$ cat src/rtl/writeback_stage_if.sv
// Bundle between the memory stage and the writeback stage, including the
// register-file write port and the upstream stall handshake.
interface writeback_stage_if #(
    parameter int XLEN       = 32,
    parameter int REG_ADDR_W = 5,
    parameter int OFS_W      = 2
);
    logic                  stall;
    logic                  flush;
    logic                  in_valid;
    logic                  mem_done;
    logic [XLEN-1:0]       data_mem;
    logic [XLEN-1:0]       result_alu;
    logic [XLEN-1:0]       pc_plus4;
    logic [1:0]            WbSel;
    logic [2:0]            MemFunct3;
    logic [OFS_W-1:0]      addr_lo;
    logic                  in_RegWrite;
    logic [REG_ADDR_W-1:0] in_RegDest;
    logic                  in_PCSrc;

    logic [XLEN-1:0]       data_wb;
    logic                  out_RegWrite;
    logic [REG_ADDR_W-1:0] out_RegDest;
    logic                  out_PCSrc;
    logic                  out_valid;
    logic                  busy;

    modport master (
        output stall, flush, in_valid, mem_done, data_mem, result_alu, pc_plus4,
               WbSel, MemFunct3, addr_lo, in_RegWrite, in_RegDest, in_PCSrc,
        input  data_wb, out_RegWrite, out_RegDest, out_PCSrc, out_valid, busy
    );

    modport slave (
        input  stall, flush, in_valid, mem_done, data_mem, result_alu, pc_plus4,
               WbSel, MemFunct3, addr_lo, in_RegWrite, in_RegDest, in_PCSrc,
        output data_wb, out_RegWrite, out_RegDest, out_PCSrc, out_valid, busy
    );
endinterface

$ cat src/rtl/writeback_stage.sv
// Pipeline writeback stage: holds one retiring instruction, waits on slow
// loads, extends sub-word load data and drives the register-file write port.
module writeback_stage #(
    parameter int XLEN       = 32,
    parameter int REG_ADDR_W = 5,
    parameter int OFS_W      = 2
) (
    input  logic               clk,
    input  logic               rst,
    writeback_stage_if.slave   wb
);
    typedef enum logic [1:0] {S_IDLE, S_WAIT, S_COMMIT} state_t;

    localparam logic [OFS_W-1:0] HALF_MASK = ~OFS_W'(1);
    localparam logic [OFS_W-1:0] WORD_MASK = ~OFS_W'(3);

    state_t                state, next_state;
    logic                  can_capture;
    logic                  capture_load;

    logic                  is_load_q;
    logic [XLEN-1:0]       alu_q;
    logic [XLEN-1:0]       ld_buf;
    logic [2:0]            funct3_q;
    logic [OFS_W-1:0]      addr_q;
    logic                  reg_write_q;
    logic [REG_ADDR_W-1:0] reg_dest_q;
    logic                  pc_src_q;

    logic [7:0]            ld_byte;
    logic [15:0]           ld_half;
    logic [31:0]           ld_word;
    logic [XLEN-1:0]       load_data;

    assign can_capture  = (state != S_WAIT) & ~wb.stall & wb.in_valid & ~wb.flush;
    assign capture_load = wb.WbSel == 2'd1;

    always_ff @(posedge clk or posedge rst) begin
        if (rst) begin
            state <= S_IDLE;
        end else begin
            state <= next_state;
        end
    end

    always_comb begin
        next_state = state;
        case (state)
            S_WAIT: begin
                if (wb.flush)
                    next_state = S_IDLE;
                else if (wb.mem_done)
                    next_state = S_COMMIT;
            end
            default: begin
                if (can_capture)
                    next_state = (capture_load && !wb.mem_done) ? S_WAIT : S_COMMIT;
                else
                    next_state = S_IDLE;
            end
        endcase
    end

    // Link value is folded into alu_q at capture so retirement needs only one mux.
    always_ff @(posedge clk or posedge rst) begin
        if (rst) begin
            is_load_q   <= 1'b0;
            alu_q       <= '0;
            ld_buf      <= '0;
            funct3_q    <= '0;
            addr_q      <= '0;
            reg_write_q <= 1'b0;
            reg_dest_q  <= '0;
            pc_src_q    <= 1'b0;
        end else if (can_capture) begin
            is_load_q   <= capture_load;
            alu_q       <= (wb.WbSel == 2'd2) ? wb.pc_plus4 : wb.result_alu;
            funct3_q    <= wb.MemFunct3;
            addr_q      <= wb.addr_lo;
            reg_write_q <= wb.in_RegWrite;
            reg_dest_q  <= wb.in_RegDest;
            pc_src_q    <= wb.in_PCSrc;
            if (capture_load && wb.mem_done)
                ld_buf <= wb.data_mem;
        end else if (state == S_WAIT && wb.mem_done && !wb.flush) begin
            ld_buf <= wb.data_mem;
        end
    end

    // Masking the offset gives natural half/word alignment for any XLEN.
    always_comb begin
        ld_byte   = ld_buf[{addr_q, 3'b000} +: 8];
        ld_half   = ld_buf[{addr_q & HALF_MASK, 3'b000} +: 16];
        ld_word   = ld_buf[{addr_q & WORD_MASK, 3'b000} +: 32];
        load_data = ld_buf;
        case (funct3_q)
            3'b000:  load_data = XLEN'($signed(ld_byte));
            3'b100:  load_data = XLEN'(ld_byte);
            3'b001:  load_data = XLEN'($signed(ld_half));
            3'b101:  load_data = XLEN'(ld_half);
            3'b010:  load_data = XLEN'($signed(ld_word));
            3'b110:  load_data = XLEN'(ld_word);
            default: load_data = ld_buf;
        endcase
    end

    always_comb begin
        wb.out_valid    = state == S_COMMIT;
        wb.busy         = state == S_WAIT;
        wb.out_RegDest  = (state != S_IDLE) ? reg_dest_q : '0;
        wb.out_PCSrc    = (state != S_IDLE) ? pc_src_q : 1'b0;
        wb.out_RegWrite = wb.out_valid & reg_write_q & (reg_dest_q != '0);
        wb.data_wb      = '0;
        if (wb.out_valid)
            wb.data_wb = is_load_q ? load_data : alu_q;
    end
endmodule
$ cat src/flat_wrapper.sv
// flat-port wrapper written by rule: the top's interface ports become plain ports
module writeback_stage_flat 
#(
    parameter int XLEN       = 32,
    parameter int REG_ADDR_W = 5,
    parameter int OFS_W      = 2
)
  (clk, rst, wb_stall, wb_flush, wb_in_valid, wb_mem_done, wb_data_mem, wb_result_alu, wb_pc_plus4, wb_WbSel, wb_MemFunct3, wb_addr_lo, wb_in_RegWrite, wb_in_RegDest, wb_in_PCSrc, wb_data_wb, wb_out_RegWrite, wb_out_RegDest, wb_out_PCSrc, wb_out_valid, wb_busy);
  writeback_stage_if #(.XLEN(XLEN), .REG_ADDR_W(REG_ADDR_W), .OFS_W(OFS_W)) wb_i ();
  input  logic clk;
  input  logic rst;
  input wire logic [$bits(wb_i.stall)-1:0] wb_stall;
  input wire logic [$bits(wb_i.flush)-1:0] wb_flush;
  input wire logic [$bits(wb_i.in_valid)-1:0] wb_in_valid;
  input wire logic [$bits(wb_i.mem_done)-1:0] wb_mem_done;
  input wire logic [$bits(wb_i.data_mem)-1:0] wb_data_mem;
  input wire logic [$bits(wb_i.result_alu)-1:0] wb_result_alu;
  input wire logic [$bits(wb_i.pc_plus4)-1:0] wb_pc_plus4;
  input wire logic [$bits(wb_i.WbSel)-1:0] wb_WbSel;
  input wire logic [$bits(wb_i.MemFunct3)-1:0] wb_MemFunct3;
  input wire logic [$bits(wb_i.addr_lo)-1:0] wb_addr_lo;
  input wire logic [$bits(wb_i.in_RegWrite)-1:0] wb_in_RegWrite;
  input wire logic [$bits(wb_i.in_RegDest)-1:0] wb_in_RegDest;
  input wire logic [$bits(wb_i.in_PCSrc)-1:0] wb_in_PCSrc;
  output wire logic [$bits(wb_i.data_wb)-1:0] wb_data_wb;
  output wire logic [$bits(wb_i.out_RegWrite)-1:0] wb_out_RegWrite;
  output wire logic [$bits(wb_i.out_RegDest)-1:0] wb_out_RegDest;
  output wire logic [$bits(wb_i.out_PCSrc)-1:0] wb_out_PCSrc;
  output wire logic [$bits(wb_i.out_valid)-1:0] wb_out_valid;
  output wire logic [$bits(wb_i.busy)-1:0] wb_busy;
  assign wb_i.stall = wb_stall;
  assign wb_i.flush = wb_flush;
  assign wb_i.in_valid = wb_in_valid;
  assign wb_i.mem_done = wb_mem_done;
  assign wb_i.data_mem = wb_data_mem;
  assign wb_i.result_alu = wb_result_alu;
  assign wb_i.pc_plus4 = wb_pc_plus4;
  assign wb_i.WbSel = wb_WbSel;
  assign wb_i.MemFunct3 = wb_MemFunct3;
  assign wb_i.addr_lo = wb_addr_lo;
  assign wb_i.in_RegWrite = wb_in_RegWrite;
  assign wb_i.in_RegDest = wb_in_RegDest;
  assign wb_i.in_PCSrc = wb_in_PCSrc;
  assign wb_data_wb = wb_i.data_wb;
  assign wb_out_RegWrite = wb_i.out_RegWrite;
  assign wb_out_RegDest = wb_i.out_RegDest;
  assign wb_out_PCSrc = wb_i.out_PCSrc;
  assign wb_out_valid = wb_i.out_valid;
  assign wb_busy = wb_i.busy;
  writeback_stage #(.XLEN(XLEN), .REG_ADDR_W(REG_ADDR_W), .OFS_W(OFS_W)) u_core (.clk(clk), .rst(rst), .wb(wb_i));
endmodule
$ cat config.mk
export PLATFORM = sky130hd
export DESIGN_NAME = writeback_stage_flat
export DESIGN_NICKNAME = d
export VERILOG_FILES = /design/src/rtl/writeback_stage_if.sv /design/src/rtl/writeback_stage.sv /design/src/flat_wrapper.sv
export SDC_FILE = /design/constraint.sdc
export NUM_CORES = 1
export LEC_CHECK = 0
export CAP_MARGIN = 40
export CORE_MARGIN = 2
export CORE_UTILIZATION = 45
export CTS_BUF_LIST = sky130_fd_sc_hd__clkbuf_4 sky130_fd_sc_hd__clkbuf_8 sky130_fd_sc_hd__clkbuf_16
export CTS_CLUSTER_DIAMETER = 60
export CTS_CLUSTER_SIZE = 40
export DETAILED_ROUTE_END_ITERATION = 10
export GPL_ROUTABILITY_DRIVEN = 0
export PLACE_DENSITY_LB_ADDON = 0.05
export SYNTH_ARGS = -nofsm -noshare
export SYNTH_HDL_FRONTEND = slang
export SYNTH_SLANG_ARGS = --single-unit
$ cat constraint.sdc
create_clock -name clk -period 2.6 [get_ports clk]
set_input_delay 0.39 -clock clk [delete_from_list [all_inputs] [get_ports clk]]
set_output_delay 0.39 -clock clk [all_outputs]
set_load 0.02 [all_outputs]
# == Word-level counts from Yosys, hierarchy flattened ==
# Cells that the tools add are included.
# word_totals
mem_bits_ro,0
mem_bits_rw,0
word_cells,53
input_bits,116
ff_bits,79
latch_bits,0
memories,0
# op_classes
reduce_logical,11
mul,0
bitwise_logic,7
addsub,0
eq_ne,10
n_mux,14
n_shift,2
n_lt_le_gt_ge,0
n_div,0
# ops
operator,count
$mux 32,6
$pmux 32 s4,1
$shiftx 32x6->16,1
$shiftx 32x6->8,1
$mux 2,5
$eq 3x3->1 const B,2
$and 1x1->1,5
$mux 5,1
$reduce_bool 5->1,1
$eq 2x1->1 const B,2
$eq 2x2->1 const B,2
$logic_and 1x1->1,4
$reduce_bool 2->1,2
$eq 3x1->1 const B,1
$logic_not 3->1,1
$ne 3x3->1 const B,1
$logic_not 1->1,2
$ne 2x1->1 const B,1
$ne 2x2->1 const B,1
$not 1->1,2
$reduce_and 2->1,1
$mux 1,1

# == Depth between registers and ports, before layout ==
# logic_depth
depth_word,6
mapped_depth,7
mapped_depth_nobuf,4

# == Worst setup path before layout ==
# No wires, ideal clock.
# synth_path
path_type,flip-flop to output port
from,register u_core.state[0]
to,output wb_data_wb[7]
path_buffers,1
stages_incl_launch_ff,6
arrival_ns,1.779
required_time_ns,2.210
slack_ns,0.431
cell_sequence,dfrtp_1 nand2b_1 clkbuf_1 inv_1 nand2_1 o32ai_1
# synth_via
elab_chain_cells,2
# synth_rtl
element,line,text
from (decl),writeback_stage.sv:17,"state_t state, next_state;"
from (signal assigned),writeback_stage.sv:42,state <= next_state;
$eq 2x2->1,writeback_stage.sv:108,wb.out_valid = state == S_COMMIT;
named net wb_out_valid,flat_wrapper.sv:29,output wire logic [$bits(wb_i.out_valid)-1:0] wb_out_valid;
$mux 32,writeback_stage.sv:114,if (wb.out_valid)
to (decl),flat_wrapper.sv:25,output wire logic [$bits(wb_i.data_wb)-1:0] wb_data_wb;
# The timed path passes the listed nets, and every way through them passes these cells.

# == Worst setup path in the final report ==
# layout_path
from,register u_core.funct3_q[2]
to,output wb_data_wb[30]
# layout_via
elab_chain_cells,4
word_cells_on_any_way,7
classes_between,eq/ne (3); mux (3); reduce/logical (1)
# layout_rtl
element,line,text
from (decl),writeback_stage.sv:24,logic [2:0] funct3_q;
from (signal assigned),writeback_stage.sv:78,funct3_q <= wb.MemFunct3;
$eq 3x3->1 (tied with other cells),writeback_stage.sv:96,case (funct3_q)
$pmux 32 s4 *,writeback_stage.sv:96,
$mux 32 *,writeback_stage.sv:115,wb.data_wb = is_load_q ? load_data : alu_q;
$mux 32 *,writeback_stage.sv:114,
# Every way passes the cells marked *; elsewhere a longest branch is shown, timed or not.

==> impl_metrics.tcl <==
set metrics [dict create \
    dpl.hpwl_um 9598 \
    ys.flop_type "dfrtp_1" \
    end_kind "output pin" \
    globalRoute.totalOverflow 0 \
    tightest_slew_ps 579.9 \
    die_height_um 102.7 \
    worst-r2r-cell-count 6 \
    async_flop_share 1.000 \
    worstReg2RegStart "u_core.state[0]$_DFFE_PP0P_" \
    drtPass1Iterations 5 \
    nNetsFinal 692 \
    antenna_found_initial 0 \
    path_cells "or2_2 > nor3_4 > o311ai_4 > buf_12 > o21ai_1 > clkdlybuf4s15_1" \
    clock_sinks 79 \
    drive_gt1_frac 0.2065 \
    grt_pass1_wl_um 19180 \
    cts_tree "built" \
    routed_wl_um 12570 \
    crit_family "simple AND/OR/NAND/NOR gates" \
    p_leak_nw 2.886 \
    critPathKind "reg -> out" \
    r2r_slack_ps 750 \
    yosysUniqueCellTypes 38 \
    fmax_mhz 394.0 \
    synth_area_um2 4380 \
    status "complete, no violations" \
    grt_pass1_vias 3789 \
    port_buffers 156 \
    netlist_top_cells_area "dfrtp_1, mux2_4, mux2i_1" \
    holdWs_ps 345.2 \
    hold_viol_final 0 \
    synth_seq_cells 79 \
    ys_seq_area_frac 0.4513 \
    worst_slack_ps 62.02 \
    power.density_nw_per_um2 617.7 \
    cap_viol_max_count 0 \
    startpoint "u_core.funct3_q[2]$_DFFE_PP0P_" \
    area_delta_synth_final_pct 45.93 \
    yosys_warnings 0 \
    cpPeakStageDelay_ps 440 \
    synth-edff-count 0 \
    detail-route-antenna-nets 0 \
    cp.depth 6 \
    postCtsHoldBufs 0 \
    r2r_end "u_core.alu_q[11]$_DFFE_PP0P_" \
    cts_max_level 3 \
    min_path_type "in -> async" \
    die_area_um2 10540 \
    final_common_cell "clkdlybuf4s50_1" \
    cts_buffer_depth 2 \
    required_ps 2210 \
    rsz0062_at_grt "yes" \
    dp_slack_ps -124.4 \
    crit_fanout 15 \
    drv_slew 0 \
    drt_iter0_markers 181 \
    final_cell_mix "clkdlybuf4s50_1, dfrtp_1, nand2_1" \
    clk_pin_slew_ps 90 \
    design_area_um2 6392 \
    fin_skew_ps 10.33 \
    placementRows 36 \
    synth.largest_area_cell "dfrtp_1" \
    cp-endpoint "wb_data_wb[30]" \
    placed_area_um2 6160 \
    syn_nets 528 \
    setup_viol 0 \
    crit_path_start_kind "flip-flop" \
    maxSlewHeadroom 0.6134 \
    diodes 0 \
    period_needed_ps 2538 \
    wl_per_cell_um 17.60 \
    grt_start_max_net_pins 37 \
    synth_cells 412 \
    numCtsBuffers 9 \
    clockRootBuffer "clkbuf_8" \
    clk_latency_ps 360 \
    avgSynthCellArea_um2 10.63 \
    grt_util_all_layers 0.2451 \
    routed_via_density 5.227 \
    setup_tns_ps 0 \
    initial_core_util 0.4566 \
    die_width_um 102.7 \
    fin_util 0.6663 \
    ir_drop_mv 0.3196 \
    cp.arrival_ps 2150 \
    cp_slowest_cell "dfrtp_1" \
    yosysTopAreaCellShare 0.4513 \
    core-area_um2 9594 \
    fillers 807 \
    io_pins 157 \
    crit_buf_inv 2 \
    vias 3732 \
    finalCritPeriodShare 0.9761 \
    drt_drc_violations_left 0 \
]
final cells by class:
| cell class | instances | area [um2] | area share |
|---|---|---|---|
| Tap cell | 133 | 166.4 | 0.02603 |
| Clock buffer | 10 | 131.4 | 0.02055 |
| Inverter | 6 | 22.52 | 0.003523 |
| Sequential cell | 79 | 1978 | 0.3095 |
| Clock inverter | 6 | 92.59 | 0.01448 |
| Multi-Input combinational cell | 300 | 2308 | 0.3611 |
| Timing Repair Buffer | 180 | 1693 | 0.2648 |
worst min-delay path by stage:
stage / start / endpoint / slack, ps / depth (start not counted)
2_1_floorplan: u_core.alu_q[0]$_DFFE_PP0P_ / u_core.alu_q[0]$_DFFE_PP0P_ / 440 / 2
3_3_place_gp: u_core.alu_q[0]$_DFFE_PP0P_ / u_core.alu_q[0]$_DFFE_PP0P_ / 460 / 2
3_5_place_dp: u_core.alu_q[2]$_DFFE_PP0P_ / u_core.alu_q[2]$_DFFE_PP0P_ / 470 / 2
4_1_cts: rst / u_core.pc_src_q$_DFFE_PP0P_ / 350 / 2
5_1_grt: rst / u_core.pc_src_q$_DFFE_PP0P_ / 370 / 2
6_report: rst / u_core.pc_src_q$_DFFE_PP0P_ / 350 / 2
synthesized netlist by cell type, types with 2 or more instances:
cell type	instances
dfrtp_1	79
nand2_1	66
mux2i_1	42
o21ai_0	41
mux2_4	38
nor2b_1	27
o22ai_1	13
clkbuf_1	11
a21oi_1	10
buf_2	10
o21ai_1	10
a211oi_1	8
nand2b_1	7
inv_1	6
mux2_2	6
buf_6	5
nor2_1	5
o221ai_1	5
or3_1	3
nor3_1	2
layer usage:
layer,vias to the layer above,track usage,routed length (um)
li1,1790,-,-
met1,1746,0.3265,5482
met2,165,0.3695,5694
met3,31,0.05831,864
met4,0,0.1333,527
met5,-,0,0
cell families (layout without fill, tap and decap cells):
family                 after synthesis  count (layout)  synth area share
AND/OR/NAND/NOR                    117             117            0.1288
AO/OA/AOI/OAI                       97              97            0.1377
multiplexers                        86              86            0.2416
flip-flops                          79              79            0.4513
buffers and inverters               33             202           0.04056
power by group:
| group | switching [mW] | internal [mW] |
|---|---|---|
| registers | 0.270 | 1.48 |
| clock network | 0.472 | 0.556 |
| logic | 0.501 | 0.671 |
| total | 1.24 | 2.71 |
registers in the layout, summed over array words and instances (netlist names):
signal / flops
u_core.reg_dest_q: 5
u_core.state: 2
u_core.reg_write_q: 1
u_core.funct3_q: 3
u_core.alu_q: 32
u_core.pc_src_q: 1
u_core.ld_buf: 32
u_core.is_load_q: 1
u_core.addr_q: 2
stage by stage:
stage / std cells / total power [mW]
floorplan: 412 / 2.350
global placement: 697 / 2.860
detailed placement: 697 / 2.874
CTS: 714 / 3.934
global route: 714 / 4.159
finish: 714 / 3.948
timing repair:
action,CTS,global route
gates resized for setup,52,36
pin swaps,1,0
setup endpoints to repair,32,27
buffers inserted,1,0
endpoints found under the hold margin,0,0
Note: power is estimated with default switching activity, not from simulation.
==> variant 1 (same flow settings) <==
`XLEN` is set to 32 in 3 places; all go to 64.
--- a/src/rtl/writeback_stage_if.sv
+++ b/src/rtl/writeback_stage_if.sv
@@ -3,3 +3,3 @@
 interface writeback_stage_if #(
-    parameter int XLEN       = 32,
+    parameter int XLEN       = 64,
     parameter int REG_ADDR_W = 5,
--- a/src/rtl/writeback_stage.sv
+++ b/src/rtl/writeback_stage.sv
@@ -3,3 +3,3 @@
 module writeback_stage #(
-    parameter int XLEN       = 32,
+    parameter int XLEN       = 64,
     parameter int REG_ADDR_W = 5,
--- a/src/flat_wrapper.sv
+++ b/src/flat_wrapper.sv
@@ -3,3 +3,3 @@
 #(
-    parameter int XLEN       = 32,
+    parameter int XLEN       = 64,
     parameter int REG_ADDR_W = 5,
Interface: changed (resized wb_data_mem, wb_data_wb, wb_pc_plus4 and wb_result_alu); port bits go from 157 to 285. The function was not compared with the original's and may differ.
==> variant 1 against the original RTL <==
  * Via count increased by 78%
  * Power increased by 94%
  * Worst setup slack got worse by 23 ps
  * Routed wire length increased by 84%
  * Final area increased by 78%
  * Synthesized area increased by 75%
  * Synthesized cell count increased by 77%
  * Combinational power increased by 66%
  * Sequential cell count increased by 64
  * Critical path type unchanged
  * Largest cell class unchanged
  * Highest routed layer unchanged
==> variant 1: results <==
{
  "worstPathMaxFanout": 6,
  "antenna_found_initial": 1,
  "cts_buffers": 17,
  "async_reset_ff_share_pct": 100,
  "drc_errors": 0,
  "finalNonFillerCells": 1231,
  "grt_use_met2_pct": 41.9,
  "path_clk_slew_ps": 60,
  "fill_cells": 1323,
  "status": "finished clean",
  "leakagePower_nw": 5.06,
  "via_per_inst": 5.40,
  "worst_r2r_startpoint": "u_core.state[0]$_DFFE_PP0P_",
  "largestRegisters": "u_core.alu_q (64), u_core.ld_buf (64), u_core.reg_dest_q (5)",
  "hold_path_class": "in -> async",
  "peakVddDrop_mv": 0.489,
  "ys_warn_count": 0,
  "met1_usage_pct": 33.7,
  "ys_types": 36,
  "grt_max_degree": 90,
  "p_sw_mw": 2.16,
  "root_buffer": "clkbuf_16",
  "placed_cell_area_um2": 10800,
  "use_met3_pct": 5.48,
  "synthTopCellsByArea": "dfrtp_1 (47%), mux2_4 (12%), mux2i_1 (9.7%)",
  "firstDrtPassIters": 4,
  "critical-path-max-stage-delay_ps": 540,
  "skew_ps": 2.84,
  "synth_nets": 942,
  "post_drt_wl_per_cell_um": 18.8,
  "clk_latency_ps": 420,
  "slew_headroom_pct": 49.4,
  "h-tree-depth": 4,
  "dp_slack_ps": -214,
  "drt_iter0_markers": 357,
  "cp-startpoint": "u_core.funct3_q[1]$_DFFE_PP0P_",
  "synthCells": 730,
  "setup_viol": 0,
  "port_buffers": 284,
  "grt_pass1_vias": 6687,
  "crit_slowest_cell": "or3b_2",
  "arrival_ps": 2170,
  "drive_gt1_share_pct": 23.6,
  "grt.total_usage_pct": 25.8,
  "clock_path_buffers": 2,
  "synth_commonest_cells": "dfrtp_1 (143), o21ai_0 (130), nand2_1 (117), mux2i_1 (74), mux2_4 (60)",
  "grt_pass1_wl_um": 35900,
  "dp_hpwl_um": 17000,
  "seq_area_frac_synth_pct": 46.8
}
-- variant 1: worst paths after layout --
path	end	slack [ps]	cells past startpoint
max	wb_data_wb[1]	40	6
min	u_core.alu_q[60]$_DFFE_PP0P_	450	2
max reg2reg	u_core.ld_buf[45]$_DFFE_PP0P_	560	5
min reg2reg	u_core.alu_q[2]$_DFFE_PP0P_	480	2
max in group asynchronous	u_core.addr_q[0]$_DFFE_PP0P_	1490	3
min in group clk	u_core.alu_q[2]$_DFFE_PP0P_	480	2
-- variant 1: metrics by stage --
| stage | utilization [%] | power, mW | TNS (ps) |
|---|---|---|---|
| after floorplan | - | 4.06 | 0 |
| after global placement | 65.1 | 4.88 | -2800 |
| after detailed placement | 65.1 | 4.94 | -5120 |
| after CTS | 67.9 | 7.63 | 0 |
| after global routing | 68.5 | 8.00 | -235 |
| final | 68.5 | 7.67 | 0 |
-- variant 1: what timing repair did --
action	in CTS	in global routing
setup buffers	0	0
gates resized for setup	319	34
pin swaps	1	0
setup endpoints to repair	64	50
-- variant 1: logic make-up (layout without fill, tap and decap cells) --
family,Yosys count,count (layout),share of synthesized area [%]
mux,150,150,23.8
other cells,0,1,0
flops,143,143,46.8
simple gates,150,150,8.42
compound gates,221,221,16.2
buf+inv,66,346,4.78
-- variant 1: final cells by class --
class / instances / share of cell area [%]
clock inverter: 11 / 1.66
sequential: 143 / 31.5
timing repair buffer: 313 / 26.1
multi-input combinational: 521 / 34.2
antenna: 1 / 0.0220
inverter: 3 / 0.132
clock buffer: 19 / 3.99
tap: 220 / 2.42
-- variant 1: power groups by stage --
stage,Clock (mW),Combinational [mW],Sequential (mW)
floorplan,0,1.13,2.92
global placement,0,1.83,3.05
detailed placement,0,1.88,3.07
CTS,2.69,1.89,3.05
global route,2.79,2.10,3.12
finish,2.66,1.94,3.07
-- variant 1: critical path, delay by kind of cell (launching register included) --
family	cells	cell delay, ps
simple gates	2	710
flops	1	410
buf+inv	2	370
compound gates	2	270
-- variant 1: routing by layer --
| metal | up-vias | wire length [um] |
|---|---|---|
| li1 | 3144 | - |
| met3 | 48 | 1390 |
| met1 | 3186 | 9870 |
| met5 | - | 0 |
| met2 | 269 | 11200 |
| met4 | 0 | 644 |
==> variant 2 (config.mk and constraints unchanged) <==
Made on the original files. Re-encode `state_t` (3 states) as one-hot, 3 bits wide.
--- a/src/rtl/writeback_stage.sv
+++ b/src/rtl/writeback_stage.sv
@@ -11,3 +11,3 @@
 );
-    typedef enum logic [1:0] {S_IDLE, S_WAIT, S_COMMIT} state_t;
+    typedef enum logic [2:0] {S_IDLE = 3'b001, S_WAIT = 3'b010, S_COMMIT = 3'b100} state_t;
 
Check against the original RTL: same outputs for any inputs over 10 cycles, from zero or initial values and one cycle with rst high; not proved beyond that.
==> variant 2 against the original RTL <==
  * Worst setup slack got worse by 21 ps
  * Register-to-register slack got worse by 160 ps
  * Sequential share of layout area rose by 1.1 points
  * Routed wire length fell by 2.3%
  * First-iteration DRC count fell by 26%
  * Synthesized area fell by 2.9%
  * Critical path depth rose by 1
  * Combinational power fell by 24%
  * Final area fell by 2.0%
  * Final cell count fell by 3.8%
  * Power fell by 9.0%
  * Sequential cell count rose by 1
  * Non-clock buffer count rose by 7
==> variant 2: results <==
{
  "status": "finished clean",
  "leakagePower_nw": 2.76,
  "grt_max_degree": 50,
  "dp_hpwl_um": 8890,
  "arrival_ps": 2170,
  "fill_cells": 750,
  "power_per_cell_area_nw_per_um2": 574,
  "ys_types": 39,
  "skew_ps": 6.29,
  "synthTopCellsByArea": "dfrtp_1 (46%), mux2i_1 (9.4%), mux2_2 (8.7%)",
  "drt_iter0_markers": 134,
  "placed_cell_area_um2": 6000,
  "crit_family": "buffers and inverters",
  "peakVddDrop_mv": 0.302,
  "seq_area_frac_synth_pct": 47.1,
  "routed_wl_um": 12300,
  "slew_headroom_pct": 60.0,
  "synth_commonest_cells": "dfrtp_1 (79), o21ai_0 (58), nand2_1 (51), mux2i_1 (40), mux2_2 (33)",
  "worstPathMaxFanout": 8,
  "synthCells": 398,
  "firstDrtPassIters": 4,
  "grt.total_usage_pct": 23.6,
  "via_per_inst": 5.37,
  "h-tree-depth": 3,
  "synth_nets": 514,
  "drive_gt1_share_pct": 24.1,
  "layout.nets": 687,
  "post_drt_wl_per_cell_um": 17.9,
  "dp_slack_ps": -39.2,
  "dp_cells": 664
}
## variant 2: changes by cell type in the layout (fill, tap and decap cells not counted), moves of 4 or more
| cell | delta |
|---|---|
| o21ai_0 | +17 |
| o21ai_1 | -10 |
| dlygate4sd2_1 | -5 |
| buf_2 | +6 |
| o221ai_1 | -5 |
| mux2_2 | +27 |
| o221a_2 | +7 |
| nand2_1 | -15 |
| mux2_4 | -26 |
| clkdlybuf4s15_2 | +5 |
| o22ai_1 | -4 |
## variant 2: repair_timing
action,4_1_cts,5_1_grt
setup buffers,4,1
endpoints found under the hold margin,0,0
pin swaps,2,1
cloned,1,1
resized for setup,89,31
setup endpoints to repair,33,28
## variant 2: power breakdown
| part | total [mW] | switching [mW] | internal, mW |
|---|---|---|---|
| clock | 1.02 | 0.462 | 0.563 |
| combinational | 0.888 | 0.370 | 0.518 |
| sequential | 1.68 | 0.199 | 1.48 |
## variant 2: logic make-up after synthesis
logic type	share of synthesized area, %
flops	47.1
mux	22.4
buf+inv	4.35
compound gates	13.9
simple gates	12.3
## variant 2: final cells by class
class	instances	area share, %
clock buffers	11	2.22
clock inverters	5	1.30
inverters	5	0.360
multi-input cells	288	34.1
flip-flops and latches	80	32.0
well taps	111	2.22
repair buffers	187	27.8
## variant 2: metal layers
metal / GRT usage [%] / vias to the layer above / routed length [um] / share of wire, %
li1: - / 1767 / - / -
met1: 31.1 / 1778 / 5510 / 45
met2: 39.0 / 130 / 5830 / 47
met3: 4.28 / 17 / 719 / 5.9
met4: 9.25 / 0 / 230 / 1.9
met5: 0 / - / 0 / 0
## variant 2: path summary, 6_finish.rpt
| check | slack, ps | start | end | cells after the start |
|---|---|---|---|---|
| worst min-delay path | 400 | rst | u_core.alu_q[10]$_DFFE_PP0P_ | 2 |
| worst max register to register | 590 | u_core.state[0]$_DFFE_PP1P_ | u_core.addr_q[1]$_DFFE_PP0P_ | 5 |
| worst max-delay path | 40 | u_core.addr_q[1]$_DFFE_PP0P_ | wb_data_wb[22] | 7 |
| worst min register to register | 480 | u_core.alu_q[3]$_DFFE_PP0P_ | u_core.alu_q[3]$_DFFE_PP0P_ | 2 |
| max in group asynchronous | 1580 | rst | u_core.funct3_q[0]$_DFFE_PP0P_ | 3 |
| min in group clk | 480 | u_core.alu_q[3]$_DFFE_PP0P_ | u_core.alu_q[3]$_DFFE_PP0P_ | 2 |
## variant 2: per-stage QoR
| step | hold slack (ps) | TNS, ps |
|---|---|---|
| 2_1_floorplan | 444 | 0 |
| 3_5_place_dp | 468 | -132 |
| 3_3_place_gp | 462 | -1900 |
| 4_1_cts | 424 | -16.7 |
| 6_report | 399 | 0 |
| 5_1_grt | 472 | -297 |
